File: src/rtl/round_scheduler.sv
// Round/step sequencer: launches each step controller in order for every round,
// with a per-step watchdog and an abort path back to idle.
module round_scheduler #(
    parameter int unsigned NUM_STAGES = 5,
    parameter int unsigned NUM_ROUNDS = 24,
    parameter int unsigned TIMEOUT    = 1023,
    parameter int unsigned RW         = 5,
    parameter int unsigned SW         = 3
) (
    input  logic                  clk,
    input  logic                  rst,
    input  logic                  start,
    input  logic                  abort,
    input  logic [NUM_STAGES-1:0] stage_done,
    output logic [NUM_STAGES-1:0] stage_start,
    output logic [SW-1:0]         stage_idx,
    output logic [RW-1:0]         round_idx,
    output logic                  busy,
    output logic                  done,
    output logic                  error
);

    localparam int unsigned TW = (TIMEOUT > 1) ? $clog2(TIMEOUT) : 1;

    typedef enum logic [2:0] {
        StIdle,
        StLaunch,
        StWait,
        StAdvance,
        StDone,
        StError
    } state_e;

    state_e                  state_q, state_d;
    logic [SW-1:0]           stage_idx_d;
    logic [RW-1:0]           round_idx_d;
    logic [TW-1:0]           timer_q, timer_d;
    logic                    sel_done;
    logic [NUM_STAGES-1:0]   stage_start_d;

    // Only the selected step's done bit matters; stale bits of other steps are ignored.
    always_comb begin
        sel_done = 1'b0;
        for (int unsigned i = 0; i < NUM_STAGES; i++) begin
            if (stage_idx == SW'(i)) begin
                sel_done = stage_done[i];
            end
        end
    end

    always_comb begin
        state_d     = state_q;
        stage_idx_d = stage_idx;
        round_idx_d = round_idx;
        timer_d     = timer_q;
        case (state_q)
            StIdle: begin
                if (start) begin
                    stage_idx_d = '0;
                    round_idx_d = '0;
                    state_d     = StLaunch;
                end
            end
            StLaunch: begin
                timer_d = '0;
                state_d = StWait;
            end
            StWait: begin
                if (sel_done) begin
                    state_d = StAdvance;
                end else if (timer_q == TW'(TIMEOUT - 1)) begin
                    state_d = StError;
                end else begin
                    timer_d = timer_q + 1'b1;
                end
            end
            StAdvance: begin
                if (stage_idx != SW'(NUM_STAGES - 1)) begin
                    stage_idx_d = stage_idx + 1'b1;
                    state_d     = StLaunch;
                end else begin
                    stage_idx_d = '0;
                    if (round_idx == RW'(NUM_ROUNDS - 1)) begin
                        state_d = StDone;
                    end else begin
                        round_idx_d = round_idx + 1'b1;
                        state_d     = StLaunch;
                    end
                end
            end
            StDone:  state_d = StIdle;
            StError: state_d = StError;
            default: state_d = StIdle;
        endcase
        // Abort overrides every other transition, including done and error.
        if (abort && (state_q != StIdle)) begin
            state_d = StIdle;
        end
    end

    always_comb begin
        stage_start_d = '0;
        for (int unsigned i = 0; i < NUM_STAGES; i++) begin
            stage_start_d[i] = (state_d == StLaunch) && (stage_idx_d == SW'(i));
        end
    end

    // Outputs are registered from the next state so they align with the state they describe.
    always_ff @(posedge clk or posedge rst) begin
        if (rst) begin
            state_q     <= StIdle;
            stage_idx   <= '0;
            round_idx   <= '0;
            timer_q     <= '0;
            stage_start <= '0;
            busy        <= 1'b0;
            done        <= 1'b0;
            error       <= 1'b0;
        end else begin
            state_q     <= state_d;
            stage_idx   <= stage_idx_d;
            round_idx   <= round_idx_d;
            timer_q     <= timer_d;
            stage_start <= stage_start_d;
            busy        <= (state_d != StIdle);
            done        <= (state_d == StDone);
            error       <= (state_d == StError);
        end
    end

endmodule

File: config.mk
export PLATFORM = sky130hd
export DESIGN_NAME = round_scheduler
export DESIGN_NICKNAME = d
export VERILOG_FILES = /design/src/rtl/round_scheduler.sv
export SDC_FILE = /design/constraint.sdc
export NUM_CORES = 1
export LEC_CHECK = 0
export ABC_AREA = 1
export BUFFER_PORTS_ARGS = -buffer_cell sky130_fd_sc_hd__buf_2
export CORE_MARGIN = 3
export CORE_UTILIZATION = 35
export CTS_CLUSTER_DIAMETER = 30
export CTS_CLUSTER_SIZE = 14
export DETAILED_ROUTE_END_ITERATION = 6
export PLACE_DENSITY_LB_ADDON = 0.1
export RECOVER_POWER = 100
export SYNTH_ARGS = -nofsm -noshare
export SYNTH_HDL_FRONTEND = slang
export SYNTH_SLANG_ARGS = --single-unit
File: constraint.sdc
create_clock -name clk -period 1.4 [get_ports clk]
set_input_delay 0.28 -clock clk [delete_from_list [all_inputs] [get_ports clk]]
set_output_delay 0.28 -clock clk [all_outputs]
set_load 0.1 [all_outputs]
==> impl_metrics.ini, run 1 <==
[synth]
yosys.area.top_type = dfrtp_1
yosys_warnings = 0
syn_nets = 232
synth-main-ff-cell = dfrtp_1
yosys.cell_types.count = 29
biggest_area_contributors_in_the_synthesized_netlist = dfrtp_1 40%, nand2_1 11%, ha_1 5.6%, inv_1 4.6%, nor2_1 4.4%
yosys.area.top_type_share_pct = 40.2
syn_avg_cell_area_sq_um = 8.39
cells_after_synth = 215
postSynth.asyncResetShare_pct = 100
synthesis.area_sq_mm = 0.00180
synth-seq-cells = 29
synth_enable_flop_cells = 0
synth_seq_area_share_pct = 40.2

[power_and_ir_drop]
vdd.ir_drop.worst_mv = 1.08
powerDensity_mw_per_mm2 = 1700
p_leak_nw = 1.40

[clocking]
max-clock-path-buffers = 2
numClockSinks = 29
clock_insertion_delay_worst_skew_ns = 0.28
clk_root_buffer_cell = clkbuf_8
post_cts_clock_slew_at_the_launch_and_capture_registers_of_the_worst_setup_and_hold_paths_ns = 0.07
cts.htree.levels = 2
cts_tree = yes
tritoncts.num_buffers = 5

[status]
status = finished with violations
violated_checks = setup timing

[sta]
fin_crit_sh_pct = 124
worst-slew-pin-transition_ns = 0.727
aggregate_negative_setup_slack_ns = -6.32
drv_slew = 0
rsz0062_at_grt = true
slew_headroom_pct = 51.5
setup_slack_ns = -0.331
achievable_clock_frequency_mhz = 578
period_minus_slack_ns = 1.73
clock_skews_ns = 0.00541
hold_viol = 0
setup_viol_count_final = 27

[global_route]
first_global_vias = 1616
grt_remaining_overflow = 0
first_pass_grt_wire_length_mm = 7.29
maximum_number_of_pins_on_one_net_before_global_route_repair = 30
global_route.usage.total_pct = 15.3
initial_antenna_violation_count = 0

[worst_setup_path]
critical_path.startpoint_type = flop
critical-path-max-stage-delay_ns = 0.53
timing.critical_path.mode_cell = nand2_2
cpMaxStageDelayCell = dfrtp_4
reg_to_reg_setup_timing_slack_ns = -0.33
worst-path-max-fanout = 4
worst-endpoint-required_ns = 1.57
worstPathBufferInverterCount = 1
critical_path_arrival_ns = 1.90
cp_cell_sequence = ha_4, ha_4, nor2_2, nand2_1, nand2_2, nand3_4, buf_6, nand2_2, nand2_2, nand2_1, nor2_1
critical_path_class = flop to flop
worst_setup_path_end_kind = flop
cpLargestDelayFamily = simple AND/OR/NAND/NOR gates

[floorplan]
die_h_microns = 77.8
start_util_pct = 37.2
core_area_sq_mm = 0.00485
num_rows = 25
die_area_sq_mm = 0.00605
boundaryPins = 25
die_w_microns = 77.8

[detailed_routing]
route.detailed.drc = 0
routedWlPerCell_microns = 12.0
detail_route.iter0.violations = 41
drtAntennaViolNets = 0
totalWireLength_mm = 4.34
detail_route.first_pass.iterations = 4
route.vias.total = 1632
viasPerCell = 4.51

[layout]
nNetsFinal = 311
post_layout_nonfiller_instances = 362
filler_cell_count = 398
diodes = 0
areaGrowthSynthToFinish_pct = 65.4
final_layout_size_suffix_gt1_share_pct = 60.0
postLayoutCellArea_sq_mm = 0.00298

[flow_run]
cap_violations = 0

[placed_design]
port_buffers = 24
place.gp.congestion = 0.735
placed_cells_incl_taps = 346
dp.final_hpwl_mm = 3.04
place_area_sq_mm = 0.00255

[min_path]
hold_class = input pin to asynchronous set/reset pin
-- Yosys cell counts (5+ instances only) --
cell type and n:
ha_1 8, xor2_1 7, dfrtp_1 29, nand3_1 12, o21ai_2 6, nand2_1 51
nand2_2 6, nor3_2 5, o21ai_1 6, nor2_1 21, inv_2 8, inv_1 22
-- registers in the layout (all words and copies together), names as in the netlist --
register and count:
round_idx 5, error 1, done 1, stage_start 5
busy 1, stage_idx 3, state_q 3, timer_q 10
-- cell families after synthesis --
group / after synthesis / share of synthesized area [%]
compound gates: 20 / 8.05
xor+xnor: 7 / 3.40
fa+ha+maj: 8 / 5.55
buf+inv: 33 / 7.43
flops: 29 / 40.3
simple gates: 118 / 35.3
-- placed cells by master, fill, tap and decap left out, types with 3 or more instances in the layout --
cell type,instances
xor2_1,7
nand2_4,10
buf_2,10
nand3_1,8
ha_4,6
buf_4,36
nor3_1,3
nor2_1,18
nor3_2,6
dfrtp_4,6
clkbuf_8,6
nand3_2,6
clkbuf_2,8
nand2_2,14
inv_4,5
o21ai_2,10
nand2_1,33
buf_12,7
dfrtp_1,21
nand3_4,3
inv_2,6
inv_1,19
buf_6,10
nor2_4,8
-- where the power goes --
part | switching [mW] | leakage (nW) | internal (mW)
Combinational | 1.88 | 0.955 | 1.19
Clock | 0.323 | 0.0585 | 0.580
Sequential | 0.124 | 0.382 | 0.967
-- repair_timing --
item | CTS | global route
cloned | 1 | 0
hold buffers | 0 | 0
setup buffers | 4 | 4
pin swaps | 15 | 16
endpoints found under the setup margin | 27 | 30
gates resized for setup | 26 | 37
-- routing by layer --
metal | up-vias | wire length [microns] | GRT usage, %
met4 | 0 | 60 | 5.34
met1 | 756 | 2000 | 20.5
met2 | 31 | 2120 | 23.5
met3 | 6 | 157 | 4.06
li1 | 839 | - | -
met5 | - | 0 | 0
-- worst register-to-register path, delay by kind of cell (launching register included) --
| family | cells | cell delay (ns) |
|---|---|---|
| fa+ha+maj | 2 | 0.34 |
| buf+inv | 1 | 0.15 |
| flops | 1 | 0.53 |
| simple gates | 8 | 0.59 |
-- metrics by stage --
stage	hold WS, ns	total power, mW	util, %	worst slack, ns
2_1_floorplan	0.358	2.74	-	-0.342
3_3_place_gp	0.378	3.50	52.6	-0.294
3_5_place_dp	0.380	3.51	52.6	-0.303
6_report	0.191	5.07	61.5	-0.331
5_1_grt	0.257	5.40	61.5	-0.412
4_1_cts	0.0687	4.78	57.9	-0.263
-- area by class of cell --
type / instances / area (sq um) / area share (%)
Multi-Input combinational cell: 153 / 1250 / 42.0
Sequential cell: 29 / 751 / 25.2
Timing Repair Buffer: 72 / 628 / 21.1
Inverter: 32 / 143 / 4.78
Clock buffer: 7 / 86.3 / 2.90
Tap cell: 67 / 83.8 / 2.81
Clock inverter: 1 / 30.0 / 1.01
Timing Repair inverter: 1 / 6.26 / 0.210
-- path summary, 6_finish.rpt --
kind / depth (start not counted) / startpoint / end
min: 3 / rst / round_idx[4]
max: 11 / stage_idx[0] / done
max in group asynchronous: 3 / rst / stage_idx[2]
max reg2reg: 11 / stage_idx[0] / done
min reg2reg: 3 / timer_q[9] / timer_q[9]
min in group clk: 4 / abort / stage_start[1]
No activity file was read; power rests on OpenSTA's default activity.
==> run 2, diff against run 1 <==
REMOVE_ABC_BUFFERS = 1   (was default)
==> impl_metrics.ini, run 2 (same netlist as run 1, synthesis figures left out) <==
[status]
status = finished with violations
violated_checks = setup timing

[sta]
holdWs_ns = 0.193
fin_crit_sh_pct = 122
worst-slew-pin-transition_ns = 0.725
period_minus_slack_ns = 1.70
setup_slack_ns = -0.304
hold_viol = 0
setup_viol_count_final = 28
clock_skews_ns = 0.00854
rsz0062_at_grt = true
achievable_clock_frequency_mhz = 587
slew_headroom_pct = 51.7
drv_slew = 0

[power_and_ir_drop]
vdd.ir_drop.worst_mv = 0.977
powerDensity_mw_per_mm2 = 1720
p_leak_nw = 1.37

[global_route]
maximum_number_of_pins_on_one_net_before_global_route_repair = 30
initial_antenna_violation_count = 0
first_global_vias = 1661
global_route.usage.total_pct = 15.3
first_pass_grt_wire_length_mm = 7.36
grt_remaining_overflow = 0

[clocking]
max-clock-path-buffers = 2
cts_tree = yes
postCtsHoldBufs = 0
numClockSinks = 29
clock_insertion_delay_worst_skew_ns = 0.28
post_cts_clock_slew_at_the_launch_and_capture_registers_of_the_worst_setup_and_hold_paths_ns = 0.07
clk_root_buffer_cell = clkbuf_8
tritoncts.num_buffers = 5
cts.htree.levels = 2

[detailed_routing]
viasPerCell = 4.40
routedWlPerCell_microns = 12.0
detail_route.first_pass.iterations = 4
totalWireLength_mm = 4.38
route.detailed.drc = 0
drtAntennaViolNets = 0
detail_route.iter0.violations = 31
route.vias.total = 1605

[layout]
biggestRegsByFlops = timer_q x10, round_idx x5, stage_start x5
nNetsFinal = 314
final_common_cell = buf_4
largest-register = timer_q
diodes = 0
areaGrowthSynthToFinish_pct = 60.2
layout_common_cells = 43 x buf_4, 35 x nand2_1, 27 x dfrtp_1, 17 x nor2_1
final_util_pct = 59.6
final_layout_size_suffix_gt1_share_pct = 58.1
flip_flop_count_of_the_largest_register_after_layout = 10

[floorplan]
die_w_microns = 77.8
die_area_sq_mm = 0.00605
boundaryPins = 25
num_rows = 25
core_area_sq_mm = 0.00485
start_util_pct = 37.2
die_h_microns = 77.8

[placed_design]
dp.final_hpwl_mm = 3.02
place.gp.congestion = 0.803
port_buffers = 24

[worst_setup_path]
worst-endpoint-required_ns = 1.57
crit_path_start = stage_idx[0]
critical_path.reg2reg.startpoint = stage_idx[0]
cpMaxStageDelayCell = dfrtp_2
worst-path-max-fanout = 4
worst_setup_path_end_kind = flop
r2r_worst_path_depth = 13
timing.critical_path.mode_cell = nand2_1
critical_path_arrival_ns = 1.87
critical_path_class = flop to flop
cp_cell_sequence = inv_4, ha_4, nand2_2, nand2_1, nor2_1, nand2_1, nand2_2, nand3_4, buf_6, nand2_4, nand2_4, nand2_1, nor2_1
critical_path.startpoint_type = flop
critical-path-max-stage-delay_ns = 0.46

[min_path]
hold_class = input pin to asynchronous set/reset pin

[flow_run]
cap_violations = 0
run 2: metrics by stage:
| stage | cells | cell area (sq um) | total power [mW] | setup TNS [ns] | worst slack, ns |
|---|---|---|---|---|---|
| after floorplan | 214 | 1790 | 2.53 | -24.15 | -1.00 |
| final | 365 | 2890 | 4.98 | -5.83 | -0.304 |
| after global routing | 365 | 2890 | 5.30 | -8.50 | -0.400 |
| after detailed placement | 347 | 2430 | 3.33 | -6.93 | -0.320 |
| after CTS | 362 | 2720 | 4.56 | -4.32 | -0.210 |
| after global placement | 347 | 2430 | 3.33 | -6.77 | -0.318 |
run 2: report_power, final:
| part | switching, mW | leakage (nW) | internal (mW) | total, mW |
|---|---|---|---|---|
| clock network | 0.315 | 0.0585 | 0.580 | 0.894 |
| logic | 1.81 | 0.912 | 1.20 | 3.00 |
| registers | 0.128 | 0.394 | 0.953 | 1.08 |
| total | 2.25 | 1.37 | 2.73 | 4.98 |
run 2: final timing paths:
kind / end / slack (ns)
worst max-delay path: done / -0.30
worst min-delay path: busy / 0.19
worst max register to register: done / -0.30
worst min register to register: timer_q[9] / 0.61
max in group asynchronous: stage_idx[0] / 0.70
min in group clk: state_q[0] / 0.47
run 2: area by class of cell:
cell class	count	area (sq um)
repair buffers	76	627
flip-flops and latches	29	728
inverters	32	135
well taps	67	83.8
clock buffers	7	86.3
clock inverters	1	30.0
multi-input cells	153	1200
fillers	424	1960
run 2: per-layer routing:
metal | routed length [microns] | GRT usage [%]
met5 | 0 | 0
met2 | 2150 | 24.8
met3 | 107 | 3.71
met4 | 67 | 5.34
met1 | 2060 | 19.8
run 2: repair_timing:
action	4_1_cts	5_1_grt
endpoints found under the setup margin	27	28
pin swaps	20	15
setup buffers	7	3
gates resized for setup	35	46
run 2: critical path: cells and delay by family, from the launching register on:
family / cells / cell delay [ns]
buffers and inverters: 2 / 0.23
adder cells (fa/ha/maj): 1 / 0.17
flip-flops: 1 / 0.46
AND/OR/NAND/NOR: 10 / 0.73
==> run 3, diff against run 2 <==
RECOVER_POWER = default   (was 100)
==> impl_metrics.ini, run 3 (same netlist as run 1, synthesis figures left out) <==
[status]
status = finished with violations
violated_checks = setup timing

[clocking]
cts_tree = yes
tritoncts.num_buffers = 5
cts.htree.levels = 2
clk_root_buffer_cell = clkbuf_8
numClockSinks = 29
max-clock-path-buffers = 2
postCtsHoldBufs = 0
clock_insertion_delay_worst_skew_ns = 0.28
post_cts_clock_slew_at_the_launch_and_capture_registers_of_the_worst_setup_and_hold_paths_ns = 0.07

[sta]
period_minus_slack_ns = 1.70
setup_slack_ns = -0.302
drv_slew = 0
worst-slew-pin-transition_ns = 0.490
clock_skews_ns = 0.00814
fin_crit_sh_pct = 122
rsz0062_at_grt = true
aggregate_negative_setup_slack_ns = -5.81
slew_headroom_pct = 67.6
achievable_clock_frequency_mhz = 587
holdWs_ns = 0.0620
hold_viol = 0
setup_viol_count_final = 28

[worst_setup_path]
critical_path_class = flop to flop
critical-path-max-stage-delay_ns = 0.46
critical_path.reg2reg.startpoint = stage_idx[0]
worst-endpoint-required_ns = 1.57
cpMaxStageDelayCell = dfrtp_2
r2r_worst_path_depth = 13
worst_setup_path_end_kind = flop
reg_to_reg_setup_timing_slack_ns = -0.30
worst-path-max-fanout = 4
cp_cell_sequence = inv_4, ha_4, nand2_2, nand2_1, nor2_1, nand2_1, nand2_2, nand3_4, buf_6, nand2_4, nand2_4, nand2_1, nor2_1
timing.critical_path.mode_cell = nand2_1
critical_path_arrival_ns = 1.87
critical_path.startpoint_type = flop
r2r-end = done

[detailed_routing]
route.vias.total = 1603
viasPerCell = 4.39
routedWlPerCell_microns = 12.0
drtAntennaViolNets = 0
detail_route.iter0.violations = 34
totalWireLength_mm = 4.37
route.detailed.drc = 0
detail_route.first_pass.iterations = 4

[layout]
areaGrowthSynthToFinish_pct = 62.3
area_of_the_multi_input_gates_sq_mm = 0.00120
final_layout_size_suffix_gt1_share_pct = 58.1
filler_cell_count = 412
final_util_pct = 60.4
final_common_cell = buf_4
regArea_sq_um = 728
biggestRegsByFlops = timer_q x10, round_idx x5, stage_start x5
layout_common_cells = 44 x buf_4, 35 x nand2_1, 27 x dfrtp_1, 17 x nor2_1
largest-register = timer_q
flip_flop_count_of_the_largest_register_after_layout = 10
diodes = 0
postLayoutCellArea_sq_mm = 0.00293
nNetsFinal = 314

[power_and_ir_drop]
powerDensity_mw_per_mm2 = 1700
p_leak_nw = 1.37
vdd.ir_drop.worst_mv = 0.977

[placed_design]
place_area_sq_mm = 0.00243
dp.final_hpwl_mm = 3.02
place.gp.congestion = 0.803
port_buffers = 24

[floorplan]
start_util_pct = 37.2
num_rows = 25
die_h_microns = 77.8
die_w_microns = 77.8
core_area_sq_mm = 0.00485
die_area_sq_mm = 0.00605
boundaryPins = 25

[flow_run]
cap_violations = 0

[global_route]
grt_remaining_overflow = 0
maximum_number_of_pins_on_one_net_before_global_route_repair = 30
first_global_vias = 1661
initial_antenna_violation_count = 0
first_pass_grt_wire_length_mm = 7.36
global_route.usage.total_pct = 15.3

[min_path]
hold_class = input pin to asynchronous set/reset pin
## run 3: changes by cell type in the layout (fill, tap and decap cells not counted)
cell      delta
buf_6        -4
clkbuf_2     -1
buf_12       +4
buf_4        +1
## run 3: critical path: cells and delay by family, from the launching register on
family	cells	cell delay (ns)
buf+inv	2	0.23
fa+ha+maj	1	0.17
flops	1	0.46
simple gates	10	0.72
## run 3: through the flow
stage | setup WS, ns | std cells | power [mW]
floorplan | -1.00 | 214 | 2.53
global placement | -0.318 | 347 | 3.33
detailed placement | -0.320 | 347 | 3.33
CTS | -0.210 | 362 | 4.56
global route | -0.400 | 365 | 5.31
finish | -0.302 | 365 | 4.98
## run 3: worst max-delay path by stage
stage / depth (start not counted) / slack, ns / start / endpoint
floorplan: 12 / -1.00 / stage_idx[0] / timer_q[0]
global placement: 10 / -0.32 / stage_idx[0] / stage_start[1]
detailed placement: 9 / -0.32 / stage_idx[0] / timer_q[0]
CTS: 9 / -0.21 / stage_idx[0] / timer_q[6]
global route: 13 / -0.40 / stage_idx[0] / done
finish: 13 / -0.30 / stage_idx[0] / done
## run 3: power by group
part / internal (mW) / leakage (nW) / switching [mW]
Clock: 0.580 / 0.0585 / 0.314
Sequential: 0.953 / 0.394 / 0.128
Combinational: 1.20 / 0.921 / 1.81
Total: 2.73 / 1.37 / 2.25
## run 3: final cells by class
class / instances / share of cell area (%)
Timing Repair Buffer: 76 / 22.7
Tap cell: 67 / 2.86
Multi-Input combinational cell: 153 / 41.0
Sequential cell: 29 / 24.9
Clock inverter: 1 / 1.03
Inverter: 32 / 4.62
Clock buffer: 7 / 2.95
## run 3: routing by layer
layer  track usage, %  part of all wire, %  up-vias
met5                0                    0        -
met4             5.34                  1.5        0
met3             3.71                  2.6        5
met2             24.8                   49       20
met1             19.8                   46      737
li1                 -                    -      841
## run 3: what timing repair did
action / CTS / global route
pin swaps: 20 / 15
resized for setup: 35 / 46
buffers inserted: 7 / 3
cloned: 0 / 0
setup endpoints to repair: 27 / 28
